File: config.mk
export PLATFORM = sky130hd
export DESIGN_NAME = gray_ptr_sync
export DESIGN_NICKNAME = d
export VERILOG_FILES = /design/src/rtl/fifo_pkg.sv /design/src/rtl/gray2bin.sv /design/src/rtl/gray_ptr_sync.sv
export SDC_FILE = /design/constraint.sdc
export NUM_CORES = 1
export LEC_CHECK = 0
export CAP_MARGIN = 15
export CORE_MARGIN = 2
export CORE_UTILIZATION = 44
export DETAILED_ROUTE_END_ITERATION = 10
export PLACE_DENSITY = 0.83
export SETUP_SLACK_MARGIN = 0.05
export SLEW_MARGIN = 20
export SYNTH_ARGS = -nofsm -noshare
export SYNTH_HDL_FRONTEND = slang
export SYNTH_HIERARCHICAL = 1
export SYNTH_SLANG_ARGS = --single-unit
export TNS_END_PERCENT = 30
File: constraint.sdc
create_clock -name clk -period 2.6 [get_ports clk]
set_input_delay 0.26 -clock clk [delete_from_list [all_inputs] [get_ports clk]]
set_output_delay 0.26 -clock clk [all_outputs]
set_load 0.02 [all_outputs]
File: src/rtl/fifo_pkg.sv
// Shared async-FIFO pointer defaults, pointer type and pointer helper functions.
package fifo_pkg;

    localparam int DEF_PTR_WIDTH   = 5;
    localparam int DEF_SYNC_STAGES = 2;
    localparam int DEF_CONV_PIPE   = 0;

    typedef logic [DEF_PTR_WIDTH-1:0] ptr_t;

    // True when more than one bit of v is set (clearing the lowest set bit leaves something).
    function automatic logic pop_gt1(input logic [63:0] v);
        return (v & (v - 64'd1)) != 64'd0;
    endfunction

endpackage

File: src/rtl/gray2bin.sv
// Combinational Gray-to-binary converter: each binary bit is the XOR of all Gray bits at and above it.
module gray2bin #(
    parameter int W = 5
) (
    input  logic [W-1:0] gray,
    output logic [W-1:0] bin
);

    for (genvar i = 0; i < W; i++) begin : g_bit
        assign bin[i] = ^(gray >> i);
    end

endmodule

File: src/rtl/gray_ptr_sync.sv
// CDC receiver for a Gray FIFO pointer: flop synchronizer, Gray-to-binary, update pulse and modulo delta.
// Optional multi-bit-change checker is compiled in with GRAY_PTR_SYNC_ERR_CHK_EN.
module gray_ptr_sync
    import fifo_pkg::*;
#(
    parameter int PTR_WIDTH   = DEF_PTR_WIDTH,
    parameter int SYNC_STAGES = DEF_SYNC_STAGES,
    parameter int CONV_PIPE   = DEF_CONV_PIPE
) (
    input  logic                 clk,
    input  logic                 rst,
    input  logic [PTR_WIDTH-1:0] g_in,
    input  logic                 err_clr,
    output logic [PTR_WIDTH-1:0] ptr_gray_sync,
    output logic [PTR_WIDTH-1:0] ptr_bin,
    output logic                 ptr_upd,
    output logic [PTR_WIDTH-1:0] ptr_delta,
    output logic                 err_multi_bit
);

    localparam int L = SYNC_STAGES - 1;

    logic [PTR_WIDTH-1:0] s [SYNC_STAGES];
    logic [PTR_WIDTH-1:0] conv_in;
    logic [PTR_WIDTH-1:0] next_bin;
    logic [PTR_WIDTH-1:0] prev_bin;

    always_ff @(posedge clk or posedge rst) begin
        if (rst) begin
            for (int i = 0; i < SYNC_STAGES; i++) s[i] <= '0;
        end else begin
            s[0] <= g_in;
            for (int i = 1; i < SYNC_STAGES; i++) s[i] <= s[i-1];
        end
    end

    assign ptr_gray_sync = s[L];

    // next_bin is the value ptr_bin takes after the coming edge. Without the pipe it is taken
    // from the stage before the last, so prev_bin always equals conv(ptr_gray_sync) and the
    // registered pulse/delta line up with ptr_bin.
    if (CONV_PIPE != 0) begin : g_pipe
        assign conv_in = s[L];
    end else begin : g_nopipe
        assign conv_in = s[L-1];
    end

    gray2bin #(.W(PTR_WIDTH)) u_gray2bin (
        .gray (conv_in),
        .bin  (next_bin)
    );

    always_ff @(posedge clk or posedge rst) begin
        if (rst) begin
            prev_bin  <= '0;
            ptr_upd   <= 1'b0;
            ptr_delta <= '0;
        end else begin
            prev_bin  <= next_bin;
            ptr_upd   <= (next_bin != prev_bin);
            ptr_delta <= next_bin - prev_bin;
        end
    end

    assign ptr_bin = prev_bin;

`ifdef GRAY_PTR_SYNC_ERR_CHK_EN
    logic err_set;

    assign err_set = pop_gt1(64'(s[L] ^ s[L-1]));

    // A set in the same cycle as a clear wins.
    always_ff @(posedge clk or posedge rst) begin
        if (rst)          err_multi_bit <= 1'b0;
        else if (err_set) err_multi_bit <= 1'b1;
        else if (err_clr) err_multi_bit <= 1'b0;
    end
`else
    logic unused_err_clr;

    assign unused_err_clr = err_clr;
    assign err_multi_bit  = 1'b0;
`endif

endmodule

### Word level (Yosys, flattened, before mapping)

Index checks and enable logic that the tools add are counted.

| storage, ports and cells | value |
|---|---|
| register bits after elaboration | 21 |
| latch bits | 0 |
| bits in writable memories | 0 |
| memory bits (read-only) | 0 |
| output and inout bits | 17 |
| word-level logic and storage cells | 12 |
| memories | 0 |

| cells by class | value |
|---|---|
| add/subtract/negate cells | 1 |
| multiply operators | 0 |
| divide/modulo/power cells | 0 |
| $lt $le $gt $ge | 0 |
| equal/unequal tests | 1 |
| shift operators | 0 |
| mux-type cells | 0 |
| bitwise logic cells | 0 |
| reductions and logical operators | 5 |

Operator list:

| cell | count |
|---|---|
| $reduce_xor A5 Y1 | 5 |
| $ne A5 B5 Y1 | 1 |
| $sub A5 B5 Y5 | 1 |

### Depth between registers and ports, before layout

| depth | value |
|---|---|
| depth after elaboration | 2 |
| depth in mapped cells | 9 |
| gate-level depth less buffers | 9 |

### Hierarchy

The synthesis kept the hierarchy.

Modules (own cells, without submodules):

| module | times used | cells an instance | area an instance (um^2) | seq. area each (um^2) |
|---|---|---|---|---|
| gray_ptr_sync | 1 | 46 | 713.2 | 525.5 |
| gray2bin | 1 | 5 | 73.8 | 0.0 |

### Least setup slack after synthesis

No wires, ideal clock.

| timing | value |
|---|---|
| kind | flip-flop to flip-flop |
| start point | reg s, in the netlist conv_in[3] |
| end point | reg ptr_delta[4] |
| library setup time | 0.080 ns |
| arrival | 2.089 ns |
| data required time | 2.520 ns |
| slack | 0.432 ns |
| stages on the path, launching flop included | 10 |
| path buffers | 0 |
| clock period less this slack | 2.168 ns |
| cells stage by stage | dfrtp_1 > xor3_2 > xor3_1 > inv_1 > ha_1 > inv_1 > fa_1 > a21o_1 > a21oi_2 > xnor2_1 |

| between the ends | value |
|---|---|
| word-level cells in the longest chain between the ends | 2 |
| elaborated cells on any way between the ends | 5 |

RTL lines:

| element | RTL line | text |
|---|---|---|
| start, declared | gray_ptr_sync.sv:23 | `logic [PTR_WIDTH-1:0] s [SYNC_STAGES];` |
| $reduce_xor A5 Y1 | gray2bin.sv:10 | `assign bin[i] = ^(gray >> i);` |
| named net next_bin[2] | gray_ptr_sync.sv:25 | `logic [PTR_WIDTH-1:0] next_bin;` |
| $sub A5 B5 Y5 | gray_ptr_sync.sv:61 | `ptr_delta <= next_bin - prev_bin;` |
| end signal, assigned | gray_ptr_sync.sv:61 |  |
| end, declared | gray_ptr_sync.sv:17 | `output logic [PTR_WIDTH-1:0] ptr_delta,` |

The timed path passes the listed nets, and every way through them passes these cells.

### Final worst setup path

Ends and elaborated chain as after synthesis.

==> results.ini <==
[status]
status=completed

[die]
core_area_mm2=0.001708
dieHeight_um=46.29
pin_count=25
die_width_um=46.29
num_rows=15
start_util_pct=46.08
die-area_mm2=0.002143

[timing]
finalMaxSlewViolations=0
final.period_utilization_pct=89.15
rsz0062_at_grt=false
fin_tns_setup_ns=0
period_needed_ns=2.318
fmax_mhz=431.4
setup_viol_count_final=0
worstMarginPinSlew_ns=0.7471
hold_viol=0
timing.hold.ws_ns=0.3798
maxSlewHeadroom_pct=50.14
fin_skew_ns=0.001221

[worst_setup_path]
cp_common_cell=inv_1
arrival_ns=2.56
crit_family=XOR/XNOR gates
cpPeakStageDelay_ns=0.46
slowest_stage=xor3_2
worstSetupStartpointType=flip-flop
path_buf_inv=2
path_max_fanout=4
crit_type=reg -> reg
end_kind=flip-flop
crit_chain=xor3_2 -> xor3_1 -> inv_1 -> ha_1 -> inv_1 -> fa_1 -> a21o_1 -> a21oi_2 -> xnor2_1
critPathRequiredTime_ns=2.84

[power]
switching_share_pct=31.34
p_leak_nw=0.4928
power.density_mw_per_mm2=841.9
power.internal_uw=606.8
clkPwrFrac_pct=17.2
combPwrFrac_pct=37.0
peakVddDrop_mv=0.3867
p_seq_share_pct=45.9
switchingPower_uw=276.9

[placed_design]
hpwl_um=853.6
io_buffers=22
dp_cells=96
place.gp.congestion=0.6934
place_area_mm2=0.001023

[logic_synthesis]
syn-num-nets=64
ys_seq_area_share_pct=66.77
postSynthAreaPerCell_um2=15.43
synth-seq-cells=21
syn_inst=51
yosys-mux-area-fraction_pct=0
synthSimpleGateAreaFrac_pct=3.021
yosysUniqueCellTypes=17
yosys_warnings=6
synth-xor-area-share_pct=12.88
synth_fa_ha_area_share_pct=8.903
netlist_area_um2=787.0
synth_compound_gate_area_share_pct=2.703
synth_top_family_by_area=XOR/XNOR gates

[drt]
dr.pass1.iters=2
drc=0
detail-route-antenna-nets=0
totalWireLength_mm=1.137
num_vias=430
via_per_inst=4.300
first_iter_violations=1
wl_per_cell_um=11.37

[final_layout]
syn_to_final_growth_pct=33.39
fin_cells=100
multi_input_area_um2=220.2
fill_cells=134
drive_gt1_share_pct=8.000
seq_area_um2=525.5
design_area_mm2=0.001050
nets=89
diodes=0

[clocking]
htree_levels=1
cts_resized=0
clkTransAtPathRegs_ns=0.10
clkSinkCount=21
cts_tree=done
insertion_delay_ns=0.30
clockRootBuffer=clkbuf_4
cts_hold_buffers=0
clk_path_buf_depth=2
post_cts_buffers=0
cts_buffers=3

[global_routing]
grt_pass1_wl_mm=1.863
antenna_found_initial=0
grt_overflow=0
grt.total_usage_pct=13.34
grt_pass1_vias=451
grt_start_max_net_pins=22

[worst_hold_path]
hold_class=in -> async

[flow_run]
drv_cap=0

per-layer routing:
| metal | global-route usage, % | share of wire, % | vias up | routed length [um] |
|---|---|---|---|---|
| met3 | 2.353 | 5.5 | 5 | 62 |
| met1 | 14.65 | 40 | 202 | 451 |
| met5 | 0 | 0 | - | 0 |
| met2 | 22.50 | 52 | 19 | 587 |
| li1 | - | - | 204 | - |
| met4 | 10.29 | 3.2 | 0 | 36 |
final timing paths:
path,from,cells after the start,slack (ns),endpoint
setup / recovery,conv_in[3],9,0.28,ptr_delta[4]
hold / removal,rst,2,0.38,ptr_delta[4]
setup reg to reg,conv_in[3],9,0.28,ptr_delta[4]
hold reg to reg,conv_in[0],0,0.42,ptr_gray_sync[0]
max in group asynchronous,rst,2,1.75,ptr_gray_sync[1]
min in group clk,g_in[0],1,0.38,conv_in[0]
stage by stage:
stage               util, %  power [mW]  worst slack [ns]
global placement      59.93      0.7332            0.3145
CTS                   61.47      0.8955            0.2600
finish                61.47      0.8838            0.2821
floorplan                 -      0.6005            0.4315
global route          61.47      0.9386            0.1429
detailed placement    59.93      0.7409            0.2754
synthesized netlist by cell type, drive strengths merged:
library cell | count | area, um2
a21o | 1 | 7.510
a21oi | 2 | 13.76
and3 | 1 | 7.510
buf | 2 | 15.01
conb | 1 | 3.750
dfrtp | 21 | 525.5
fa | 1 | 20.02
ha | 4 | 50.05
inv | 7 | 26.28
nand2 | 1 | 3.750
nand3 | 1 | 5.000
nand3b | 1 | 7.510
xnor2 | 2 | 17.52
xor2 | 4 | 35.03
xor3 | 2 | 48.79
area by class of cell:
type / count / area share [%]
inverter: 7 / 2.503
multi-input combinational: 21 / 20.98
timing repair buffer: 22 / 20.98
clock buffer: 4 / 2.503
sequential: 21 / 50.06
tap: 25 / 2.980
worst reg2reg max path, stage by stage, from the launching register on:
cell and delay, ns:
dfrtp_1 0.42, xor3_2 0.46, xor3_1 0.25, inv_1 0.07, ha_1 0.15, inv_1 0.05, fa_1 0.39, a21o_1 0.19
a21oi_2 0.14, xnor2_1 0.12
registers in the layout, indices dropped and copies added (netlist names):
| signal | count |
|---|---|
| ptr_delta | 5 |
| ptr_bin | 5 |
| ptr_gray_sync | 5 |
| ptr_upd | 1 |
| conv_in | 5 |
cells in the final DEF, fill, tap and decap left out:
cell	count
clkbuf_1	1
inv_1	7
clkbuf_4	3
nand3_1	1
xor3_2	1
and3_2	1
xnor2_1	2
a21oi_2	1
conb_1	1
xor3_1	1
nand2_1	1
xor2_1	4
a21o_1	1
nand3b_1	1
clkdlybuf4s50_1	22
fa_1	1
dfrtp_1	21
a21oi_1	1
ha_1	4
power groups by stage:
| stage | combinational, mW | sequential, mW | clock [mW] |
|---|---|---|---|
| floorplan | 0.115 | 0.485 | 0 |
| global placement | 0.322 | 0.411 | 0 |
| detailed placement | 0.328 | 0.412 | 0 |
| CTS | 0.331 | 0.406 | 0.159 |
| global route | 0.359 | 0.410 | 0.169 |
| finish | 0.327 | 0.405 | 0.152 |
kinds of logic after synthesis:
| kind of cell | count (synthesis) |
|---|---|
| xor+xnor | 8 |
| buf+inv | 9 |
| simple gates | 4 |
| compound gates | 3 |
| flops | 21 |
| fa+ha+maj | 5 |
| other cells | 1 |
No activity file was read; power rests on OpenSTA's default activity.
